`config.mk`:
```
export PLATFORM = sky130hd
export DESIGN_NAME = ysyx_22041071_axi_rd_slave
export DESIGN_NICKNAME = d
export VERILOG_FILES = /design/src/rtl/ysyx_22041071_axi_rd_slave_pkg.sv /design/src/rtl/ysyx_22041071_axi_rd_slave.sv
export SDC_FILE = /design/constraint.sdc
export NUM_CORES = 1
export LEC_CHECK = 0
export CORE_MARGIN = 8
export CORE_UTILIZATION = 43
export DETAILED_ROUTE_END_ITERATION = 10
export PLACE_DENSITY = 0.74
export SLEW_MARGIN = 10
export SYNTH_ARGS = -nofsm -noshare
export SYNTH_HDL_FRONTEND = slang
export SYNTH_SLANG_ARGS = --single-unit
export TNS_END_PERCENT = 50
```
`constraint.sdc`:
```
create_clock -name clk -period 6.42 [get_ports clk]
set_input_delay 0.963 -clock clk [delete_from_list [all_inputs] [get_ports clk]]
set_output_delay 0.963 -clock clk [all_outputs]
set_load 0.03 [all_outputs]
```
`src/rtl/ysyx_22041071_axi_rd_slave_pkg.sv`:
```
// Shared codes for the fetch-side AXI read responder.
// Response, size, len-width and FSM state encodings.
package ysyx_22041071_axi_rd_slave_pkg;

  localparam int AXI_LEN_W = 8;

  localparam logic [1:0] RESP_OKAY   = 2'b00;
  localparam logic [1:0] RESP_DECERR = 2'b11;

  localparam logic [1:0] SIZE_B = 2'b00;
  localparam logic [1:0] SIZE_H = 2'b01;
  localparam logic [1:0] SIZE_W = 2'b10;
  localparam logic [1:0] SIZE_D = 2'b11;

  typedef enum logic [1:0] {
    ST_IDLE = 2'd0,
    ST_RD   = 2'd1,
    ST_WAIT = 2'd2,
    ST_RESP = 2'd3
  } rd_state_e;

  // Subtract-then-compare so BASE+MEM_BYTES never has to be formed.
  function automatic logic in_window(
    input logic [63:0] addr,
    input logic [63:0] base,
    input logic [63:0] bytes
  );
    return (addr >= base) && ((addr - base) < bytes);
  endfunction

endpackage

```
`src/rtl/ysyx_22041071_axi_rd_slave.sv`:
```
// AXI read responder: one burst at a time, one SRAM read per beat.
// Define YSYX_22041071_RD_DECERR_EN to answer out-of-window beats with DECERR.
module ysyx_22041071_axi_rd_slave
  import ysyx_22041071_axi_rd_slave_pkg::*;
#(
  parameter int          ADDR_W    = 64,
  parameter int          DATA_W    = 64,
  parameter int          LEN_W     = AXI_LEN_W,
  parameter logic [63:0] BASE      = 64'h8000_0000,
  parameter logic [63:0] MEM_BYTES = 64'h0800_0000
) (
  input  logic              clk,
  input  logic              reset,
  input  logic              ar_valid,
  output logic              ar_ready,
  input  logic [ADDR_W-1:0] ar_addr,
  input  logic [LEN_W-1:0]  ar_len,
  input  logic [1:0]        ar_size,
  output logic              r_valid,
  input  logic              r_ready,
  output logic [DATA_W-1:0] r_data,
  output logic [1:0]        r_resp,
  output logic              r_last,
  output logic              mem_ren,
  output logic [ADDR_W-4:0] mem_addr,
  input  logic [DATA_W-1:0] mem_rdata
);

`ifdef YSYX_22041071_RD_DECERR_EN
  localparam logic CHECK = 1'b1;
`else
  localparam logic CHECK = 1'b0;
`endif

  rd_state_e state_q, state_d;

  logic [ADDR_W-1:0] addr_q, addr_d;
  logic [LEN_W-1:0]  len_q, len_d;
  logic [LEN_W-1:0]  beat_q, beat_d;
  logic [1:0]        size_q, size_d;

  logic              r_valid_q, r_valid_d;
  logic              r_last_q, r_last_d;
  logic [DATA_W-1:0] r_data_q, r_data_d;
  logic [1:0]        r_resp_q, r_resp_d;
  logic              mem_ren_q, mem_ren_d;
  logic [ADDR_W-4:0] mem_addr_q, mem_addr_d;

  logic              last_beat;
  logic              ok_cur;
  logic              ok_next;
  logic [ADDR_W-1:0] step;

  assign last_beat = (beat_q == len_q);
  assign step = {{(ADDR_W-1){1'b0}}, 1'b1} << size_q;

  assign ok_cur  = ~CHECK
                 | in_window(64'(addr_q), BASE, MEM_BYTES);
  assign ok_next = ~CHECK
                 | in_window(64'(addr_d), BASE, MEM_BYTES);

  assign ar_ready = (state_q == ST_IDLE) & ~reset;

  assign r_valid  = r_valid_q;
  assign r_last   = r_last_q;
  assign r_data   = r_data_q;
  assign r_resp   = r_resp_q;
  assign mem_ren  = mem_ren_q;
  assign mem_addr = mem_addr_q;

  always_ff @(posedge clk or posedge reset) begin
    if (reset) begin
      state_q    <= ST_IDLE;
      addr_q     <= '0;
      len_q      <= '0;
      beat_q     <= '0;
      size_q     <= '0;
      r_valid_q  <= 1'b0;
      r_last_q   <= 1'b0;
      r_data_q   <= '0;
      r_resp_q   <= RESP_OKAY;
      mem_ren_q  <= 1'b0;
      mem_addr_q <= '0;
    end else begin
      state_q    <= state_d;
      addr_q     <= addr_d;
      len_q      <= len_d;
      beat_q     <= beat_d;
      size_q     <= size_d;
      r_valid_q  <= r_valid_d;
      r_last_q   <= r_last_d;
      r_data_q   <= r_data_d;
      r_resp_q   <= r_resp_d;
      mem_ren_q  <= mem_ren_d;
      mem_addr_q <= mem_addr_d;
    end
  end

  always_comb begin
    state_d = state_q;
    addr_d  = addr_q;
    len_d   = len_q;
    beat_d  = beat_q;
    size_d  = size_q;
    unique case (state_q)
      ST_IDLE: begin
        if (ar_valid) begin
          addr_d  = ar_addr;
          len_d   = ar_len;
          size_d  = ar_size;
          beat_d  = '0;
          state_d = ST_RD;
        end
      end
      ST_RD:   state_d = ST_WAIT;
      ST_WAIT: state_d = ST_RESP;
      ST_RESP: begin
        if (r_ready) begin
          if (last_beat) begin
            state_d = ST_IDLE;
          end else begin
            beat_d  = beat_q + 1'b1;
            addr_d  = addr_q + step;
            state_d = ST_RD;
          end
        end
      end
      default: state_d = ST_IDLE;
    endcase
  end

  // Outputs are registered, so they are derived from the next state.
  always_comb begin
    r_valid_d  = (state_d == ST_RESP);
    r_last_d   = r_last_q;
    r_data_d   = r_data_q;
    r_resp_d   = r_resp_q;
    mem_ren_d  = 1'b0;
    mem_addr_d = mem_addr_q;
    if (state_d == ST_RD) begin
      mem_ren_d  = ok_next;
      mem_addr_d = addr_d[ADDR_W-1:3];
    end
    if (state_q == ST_WAIT) begin
      r_data_d = ok_cur ? mem_rdata : '0;
      r_resp_d = ok_cur ? RESP_OKAY : RESP_DECERR;
      r_last_d = last_beat;
    end
  end

endmodule
```
==> key figures, run 1 <==
Layout
  – Filler cell count in the final layout: 2158
  – Final #Nets: 1507
  – Most common cell after layout, fill and taps aside: sky130_fd_sc_hd__clkdlybuf4s50_1
  – Share of cells above drive strength 1: 13.3%
  – Post-route cell area: 15000 um2
  – Area growth, synth to finish: 34.1%
  – Commonest non-fill, non-tap cells in the layout: sky130_fd_sc_hd__clkdlybuf4s50_1, sky130_fd_sc_hd__dfrtp_1, sky130_fd_sc_hd__nand2_1

Placement
  – Half-perimeter wire length after detailed placement: 27700 um
  – Port Buf Inserts: 270
  – Final estimated routing congestion in global placement: 0.958
  – Cell area after placement: 14100 um2

Min path
  – Class of the most critical hold timing path: flip-flop to flip-flop
  – Count of cells along the worst hold path: 2

Setup path
  – Endpoint type of the worst setup path: flip-flop
  – Worst R2R Setup Slack: 2.45 ns
  – Crit-path max FO: 30
  – Data arrival time at the worst-slack endpoint: 4.43 ns
  – Crit path largest cell delay: 0.76 ns
  – Worst-path cell with the longest stage delay: sky130_fd_sc_hd__ha_1
  – Critical-path cell list: inv_1, ha_1, buf_4, clkinv_1, nand2_1, buf_4, a22oi_1, a21oi_1, a2bb2oi_1, mux2_2
  – Critical Path Source Type: flip-flop
  – Class of the most critical setup path: flip-flop to flip-flop
  – Worst r2r path cells: 10
  – Worst Path Required: 6.88 ns
  – Top cell by count, worst path: sky130_fd_sc_hd__buf_4

STA
  – Worst Max-Slew Pin Slew: 1.08 ns
  – Setup clock skew after layout: 0.0222 ns
  – Endpoints failing hold: 0
  – Share of the cycle needed by the critical path after routing: 61.9%
  – Final critical path time including I/O delays and setup: 3.97 ns
  – RSZ-0062 raised after global routing: no
  – Worst hold slack: 0.488 ns
  – Final setup viols: 0
  – Fmax: 252 MHz
  – Max-slew violation total from the final report: 0
  – Accumulated negative setup slack: 0 ns
  – Worst rel slew slack: 28.2%

Clocking
  – TritonCTS clock tree: done
  – Number of buffers inserted for hold repair after clock tree synthesis: 0
  – Clock Pin Slew Worst Setup and Hold Paths: 0.06 ns
  – Sinks on Clock Net: 212
  – H-tree levels: 1
  – Resized Gates After CTS: 0
  – Number of buffers created by CTS: 24
  – Buffer levels on the longest clock path: 3
  – Setup Buffers After CTS: 0
  – Insertion delay to the later sink of the worst-skew pair: 0.53 ns
  – Cell chosen for the clock root: sky130_fd_sc_hd__clkbuf_16

Routing
  – Post-detailed-route DRC marker count: 0
  – Via/cell ratio: 6.06
  – Antenna viol nets, final: 0
  – Wire length after detailed routing: 38600 um
  – WL/cell: 22.6 um
  – Length of the first detailed-routing pass in iterations: 6
  – Total via count after detailed routing: 10400
  – Number of violations reported at the end of detailed-routing iteration 0: 888

Logic synthesis
  – Dominant register cell in the synthesized netlist: sky130_fd_sc_hd__dfrtp_1
  – Yosys reg bits: 212
  – Post-Syn Area: 11200 um2
  – Fraction of registers with async set or reset after synthesis: 100%
  – Synth cell types: 84
  – Post-Syn Area per Cell: 10.0 um2
  – Count of flip-flops with a built-in enable after synthesis: 0
  – Total of warnings raised by yosys: 0
  – Post-Syn Instances: 1117
  – Proportion of synthesized chip area in sequential cells: 47.4%

Floorplan
  – Count of boundary I/O pins: 273
  – Die span in x: 177 um
  – Height of the die: 177 um
  – Floorplan Core Area: 25800 um2
  – Site Rows: 59
  – Initial Utilization: 43.4%
  – Die area: 31400 um2

Power and ir drop
  – Total leakage power: 6.09 nW
  – Max rail drop VDD: 0.000370 V
  – Power density normalized to cell area: 511 nW/um2
  – Final Total Pwr: 7.66 mW

Job
  – Max-cap check violation count: 0

Run status
  – Result of the run: finished clean

Global routing
  – GRT Total Usage: 24.0%
  – First-pass GRT wire length: 60000 um
  – Initial antenna violation count: 4
  – GR Overflow Total: 0
  – Pin count of the biggest net entering global routing: 110
  – Via count of the first global-routing pass: 10500
## critical path, delay by kind of cell (launching register included)
family	cells	cell delay [ns]
compound gates	3	0.52
fa+ha+maj	1	0.76
buf+inv	4	1.43
flops	1	0.38
mux	1	0.17
simple gates	1	0.64
## per-stage QoR
stage,util [%],setup WS [ns],std cells
finish,58.2,2.45,1709
global route,58.2,2.27,1708
CTS,58.2,2.51,1708
detailed placement,54.9,2.18,1665
global placement,54.9,2.27,1665
floorplan,-,2.70,1118
## cell families (layout without fill, tap and decap cells)
logic type	Yosys count	after routing	synth area share, %
compound gates	275	275	18.2
xor+xnor	15	15	1.44
fa+ha+maj	9	9	1.07
buf+inv	116	371	4.27
flops	212	212	47.4
mux	103	103	10.4
other cells	1	3	0.0335
simple gates	386	386	17.2
## where the power goes
| group | internal (mW) | leakage, nW | switching, mW | total, mW |
|---|---|---|---|---|
| Combinational | 1.58 | 2.98 | 2.38 | 3.95 |
| Sequential | 1.84 | 2.70 | 0.387 | 2.23 |
| Clock | 0.919 | 0.407 | 0.559 | 1.48 |
| Total | 4.34 | 6.09 | 3.32 | 7.66 |
## layer usage
layer / up-vias / share of wire, % / GRT usage (%)
met2: 614 / 47 / 38.8
li1: 4636 / - / -
met3: 123 / 12 / 9.07
met1: 4977 / 37 / 28.8
met4: 8 / 3.7 / 8.75
met5: - / 0.12 / 0
## flip-flops by register name, summed over array words and instances (netlist names)
signal	count
size_q	2
addr_q	64
mem_addr	61
mem_ren	1
beat_q	8
r_data	64
state_q	2
r_last	1
len_q	8
r_valid	1
## cell type report
| type | instances | area [um2] | share of cell area, % |
|---|---|---|---|
| multi-input combinational | 790 | 5420 | 36.2 |
| timing repair buffer | 288 | 2850 | 19.0 |
| inverter | 40 | 154 | 1.03 |
| clock inverter | 6 | 133 | 0.884 |
| antenna | 1 | 2.50 | 0.0167 |
| tap | 335 | 419 | 2.80 |
| clock buffer | 37 | 711 | 4.74 |
| sequential | 212 | 5310 | 35.4 |
## synth_stat cells, types with 4 or more instances
library cell,n,share of area (%)
sky130_fd_sc_hd__a211oi_1,7,0.47
sky130_fd_sc_hd__a21boi_0,4,0.27
sky130_fd_sc_hd__a21o_1,6,0.40
sky130_fd_sc_hd__a21oi_1,35,1.6
sky130_fd_sc_hd__a221oi_1,5,0.39
sky130_fd_sc_hd__a22o_1,8,0.63
sky130_fd_sc_hd__a22oi_1,33,2.2
sky130_fd_sc_hd__a311oi_1,4,0.31
sky130_fd_sc_hd__a31o_2,4,0.31
sky130_fd_sc_hd__a31oi_1,26,1.5
sky130_fd_sc_hd__a41oi_1,4,0.31
sky130_fd_sc_hd__and2_1,10,0.56
sky130_fd_sc_hd__and3_1,14,0.78
sky130_fd_sc_hd__and4_1,11,0.86
sky130_fd_sc_hd__buf_1,5,0.17
sky130_fd_sc_hd__buf_2,24,1.1
sky130_fd_sc_hd__clkbuf_1,43,1.4
sky130_fd_sc_hd__dfrtp_1,212,47
sky130_fd_sc_hd__ha_1,8,0.90
sky130_fd_sc_hd__inv_1,38,1.3
sky130_fd_sc_hd__mux2_2,95,9.6
sky130_fd_sc_hd__mux2i_1,4,0.36
sky130_fd_sc_hd__nand2_1,141,4.7
sky130_fd_sc_hd__nand2b_1,5,0.28
sky130_fd_sc_hd__nand3_1,46,2.1
sky130_fd_sc_hd__nand4_1,28,1.6
sky130_fd_sc_hd__nor2_1,64,2.1
sky130_fd_sc_hd__nor2b_1,5,0.28
sky130_fd_sc_hd__nor3_1,26,1.2
sky130_fd_sc_hd__nor4_1,13,0.73
sky130_fd_sc_hd__o211ai_1,9,0.60
sky130_fd_sc_hd__o21a_1,6,0.40
sky130_fd_sc_hd__o21ai_0,50,2.2
sky130_fd_sc_hd__o311a_1,6,0.54
sky130_fd_sc_hd__o311ai_0,9,0.70
sky130_fd_sc_hd__o311ai_1,4,0.31
sky130_fd_sc_hd__o31a_1,7,0.55
sky130_fd_sc_hd__o31ai_1,6,0.40
sky130_fd_sc_hd__or3_1,4,0.22
sky130_fd_sc_hd__or4_1,7,0.47
sky130_fd_sc_hd__xnor2_1,6,0.47
sky130_fd_sc_hd__xor2_1,5,0.39
sky130_fd_sc_hd__xor2_2,4,0.58
## path summary, 6_finish.rpt
path                         startpoint            to
setup / recovery             state_q[0]   mem_addr[0]
max in group asynchronous         reset     beat_q[5]
min in group asynchronous         reset    addr_q[45]
setup reg to reg             state_q[0]   mem_addr[0]
hold / removal             mem_addr[59]  mem_addr[59]
hold reg to reg            mem_addr[59]  mem_addr[59]
Power figures use the tool's default switching activity.
==> run 2, diff against run 1 <==
--- a/config.mk
+++ b/config.mk
@@ -8,7 +8,7 @@
 export CORE_MARGIN = 8
 export CORE_UTILIZATION = 43
 export DETAILED_ROUTE_END_ITERATION = 10
-export PLACE_DENSITY = 0.74
+export PLACE_DENSITY = 0.71
 export SLEW_MARGIN = 10
 export SYNTH_ARGS = -nofsm -noshare
 export SYNTH_HDL_FRONTEND = slang
==> constraint.sdc (replaced) <==
create_clock -name clk -period 4.1 [get_ports clk]
set_input_delay 0.615 -clock clk [delete_from_list [all_inputs] [get_ports clk]]
set_output_delay 0.615 -clock clk [all_outputs]
set_load 0.03 [all_outputs]
==> run 2 against run 1 <==
Clock power is 60% higher; clock skew is 0.0090 ns lower; final cell count is 0.82% higher; die area stayed put; via count is 0.58% lower; power is 59% higher; count of clock-buffer cells in the layout is 3 lower; worst setup slack worse by 1.7 ns; critical path depth is 1 lower; sequential share of layout area is 0.39 points lower; flip-flop and latch count stayed put.
==> key figures, run 2 (synthesized netlist as in run 1, its figures left out) <==
Run status
  – Result of the run: finished clean

Layout
  – Filler cell count in the final layout: 2177 (+0.88%)
  – Area growth, synth to finish: 35.6%
  – Most common cell after layout, fill and taps aside: sky130_fd_sc_hd__clkdlybuf4s50_1
  – Non-Filler Instances: 1723 (+0.82%)
  – Area used by multi-input combinational logic: 5420 um2 (about the same)
  – Share of cells above drive strength 1: 14.7% (+1.4 points)
  – Post-route cell area: 15200 um2 (+1.1%)
  – Post-layout utilization of the core: 58.9% (+0.65 points)
  – Final #Nets: 1521 (+0.93%)
  – Antenna diode count: 0 (-1)
  – Area occupied by registers: 5310 um2 (unchanged)
  – Commonest non-fill, non-tap cells in the layout: sky130_fd_sc_hd__clkdlybuf4s50_1, sky130_fd_sc_hd__dfrtp_1, sky130_fd_sc_hd__nand2_1

Routing
  – Via/cell ratio: 5.98 (-1.4%)
  – Wire length after detailed routing: 39300 um (+1.8%)
  – WL/cell: 22.8 um (+1.0%)
  – Length of the first detailed-routing pass in iterations: 8 (+2)
  – Number of violations reported at the end of detailed-routing iteration 0: 868 (-2.3%)
  – Antenna viol nets, final: 0 (unchanged)
  – Post-detailed-route DRC marker count: 0 (unchanged)
  – Total via count after detailed routing: 10300 (-0.58%)

Floorplan
  – Initial Utilization: 43.4% (unchanged)
  – Height of the die: 177 um (unchanged)
  – Floorplan Core Area: 25800 um2 (unchanged)
  – Site Rows: 59 (unchanged)
  – Die span in x: 177 um (unchanged)
  – Count of boundary I/O pins: 273 (unchanged)
  – Die area: 31400 um2 (unchanged)

Placement
  – Placed Cells: 1678 (+0.78%)
  – Port Buf Inserts: 270 (unchanged)
  – Half-perimeter wire length after detailed placement: 28700 um (+3.5%)
  – Dpl ws: 0.697 ns (-1.48 ns)
  – Cell area after placement: 14300 um2 (+0.94%)
  – Final estimated routing congestion in global placement: 0.954 (-0.36%)

Clocking
  – Cell chosen for the clock root: sky130_fd_sc_hd__clkbuf_16
  – Buffer levels on the longest clock path: 3 (unchanged)
  – Setup Buffers After CTS: 0 (unchanged)
  – Insertion delay to the later sink of the worst-skew pair: 0.53 ns (about the same)
  – Number of buffers inserted for hold repair after clock tree synthesis: 0 (unchanged)
  – Resized Gates After CTS: 0 (unchanged)
  – Clock Pin Slew Worst Setup and Hold Paths: 0.06 ns (about the same)
  – Sinks on Clock Net: 212 (unchanged)
  – Number of buffers created by CTS: 25 (+4.2%)
  – H-tree levels: 1 (unchanged)
  – TritonCTS clock tree: done

Min path
  – Class of the most critical hold timing path: flip-flop to flip-flop
  – Sink of the worst hold path: mem_addr[31]
  – Critical hold path startpoint: mem_addr[31]
  – Count of cells along the worst hold path: 1 (-1)

Global routing
  – Via count of the first global-routing pass: 10600 (+0.50%)
  – GRT Total Usage: 24.6% (+0.55 points)
  – First-pass GRT wire length: 61100 um (+1.8%)
  – Pin count of the biggest net entering global routing: 70 (-36%)
  – GR Overflow Total: 0 (unchanged)
  – Initial antenna violation count: 1 (-3)

STA
  – Setup ws final: 0.699 ns (-1.75 ns)
  – Setup clock skew after layout: 0.0132 ns (-0.00896 ns)
  – RSZ-0062 raised after global routing: no
  – Max-slew violation total from the final report: 0 (unchanged)
  – Worst hold slack: 0.493 ns (+0.00546 ns)
  – Endpoints failing hold: 0 (unchanged)
  – Accumulated negative setup slack: 0 ns (unchanged)
  – Worst Max-Slew Pin Slew: 1.03 ns (-0.0455 ns)
  – Share of the cycle needed by the critical path after routing: 83.0% (+21 points)
  – Final setup viols: 0 (unchanged)
  – Worst rel slew slack: 31.1% (+2.9 points)
  – Final critical path time including I/O delays and setup: 3.40 ns (-0.572 ns)
  – Fmax: 294 MHz (+17%)

Power and ir drop
  – Max rail drop VDD: 0.000590 V (+59%)
  – Total leakage power: 6.19 nW (+1.6%)
  – Final Total Pwr: 12.2 mW (+59%)
  – Power density normalized to cell area: 804 nW/um2 (+57%)

Setup path
  – Worst r2r path cells: 9 (-1)
  – Crit-path max FO: 25 (-17%)
  – Worst Path Required: 4.51 ns (-2.37 ns)
  – Top cell by count, worst path: sky130_fd_sc_hd__a211o_1
  – Data arrival time at the worst-slack endpoint: 3.81 ns (-0.62 ns)
  – Crit path largest cell delay: 0.87 ns (+0.11 ns)
  – Critical Path Source Type: flip-flop
  – Reg-to-reg endpoint: mem_addr[38]
  – Class of the most critical setup path: flip-flop to flip-flop
  – Critical register-to-register path startpoint: size_q[1]
  – Critical-path cell list: nand2b_1, inv_1, ha_1, a211o_1, a21oi_1, a211o_1, o311ai_0, and3_1, mux2_4
  – Worst R2R Setup Slack: 0.70 ns (-1.75 ns)
  – Endpoint type of the worst setup path: flip-flop
  – Worst-path cell with the longest stage delay: sky130_fd_sc_hd__a211o_1

Job
  – Max-cap check violation count: 0 (unchanged)
run 2: cell count changes in the layout (fill, tap and decap cells not counted), sizes merged:
cell and change:
inv +1, clkinv +3, clkbuf -3, bufinv -1
buf +13, diode -1, clkinvlp +2
run 2: how the worst max path moves through the flow:
stage	end	cells after the start	startpoint	slack (ns)
final	mem_addr[38]	9	size_q[1]	0.70
after global routing	mem_addr[57]	11	size_q[0]	0.45
after CTS	ar_ready	5	state_q[0]	0.74
after detailed placement	mem_addr[22]	7	r_ready	0.70
after global placement	mem_addr[38]	6	r_ready	0.78
after floorplan	addr_q[0]	1	reset	0.73
run 2: routing by layer:
layer  vias to the layer above  part of all wire [%]  GRT usage (%)
li1                       4652                     -              -
met1                      4981                    38           29.6
met2                       569                    47           40.2
met3                        94                    11           8.45
met4                         2                   3.7           8.86
met5                         -                 0.031              0
run 2: power by group:
part	total, mW	switching, mW	internal (mW)
Clock	2.37	0.919	1.45
Sequential	3.49	0.604	2.88
Combinational	6.34	3.79	2.55
run 2: area by class of cell:
class | count | area share [%]
clock inverter | 11 | 0.932
clock buffer | 34 | 4.88
inverter | 40 | 1.01
sequential | 212 | 35.0
timing repair buffer | 301 | 19.7
tap | 335 | 2.76
multi-input combinational | 790 | 35.7
run 2: critical path, delay by kind of cell (launching register included):
kind	cells	cell delay (ns)
compound gates	4	1.93
flops	1	0.40
simple gates	2	0.40
mux	1	0.25
fa+ha+maj	1	0.23
buf+inv	1	0.07
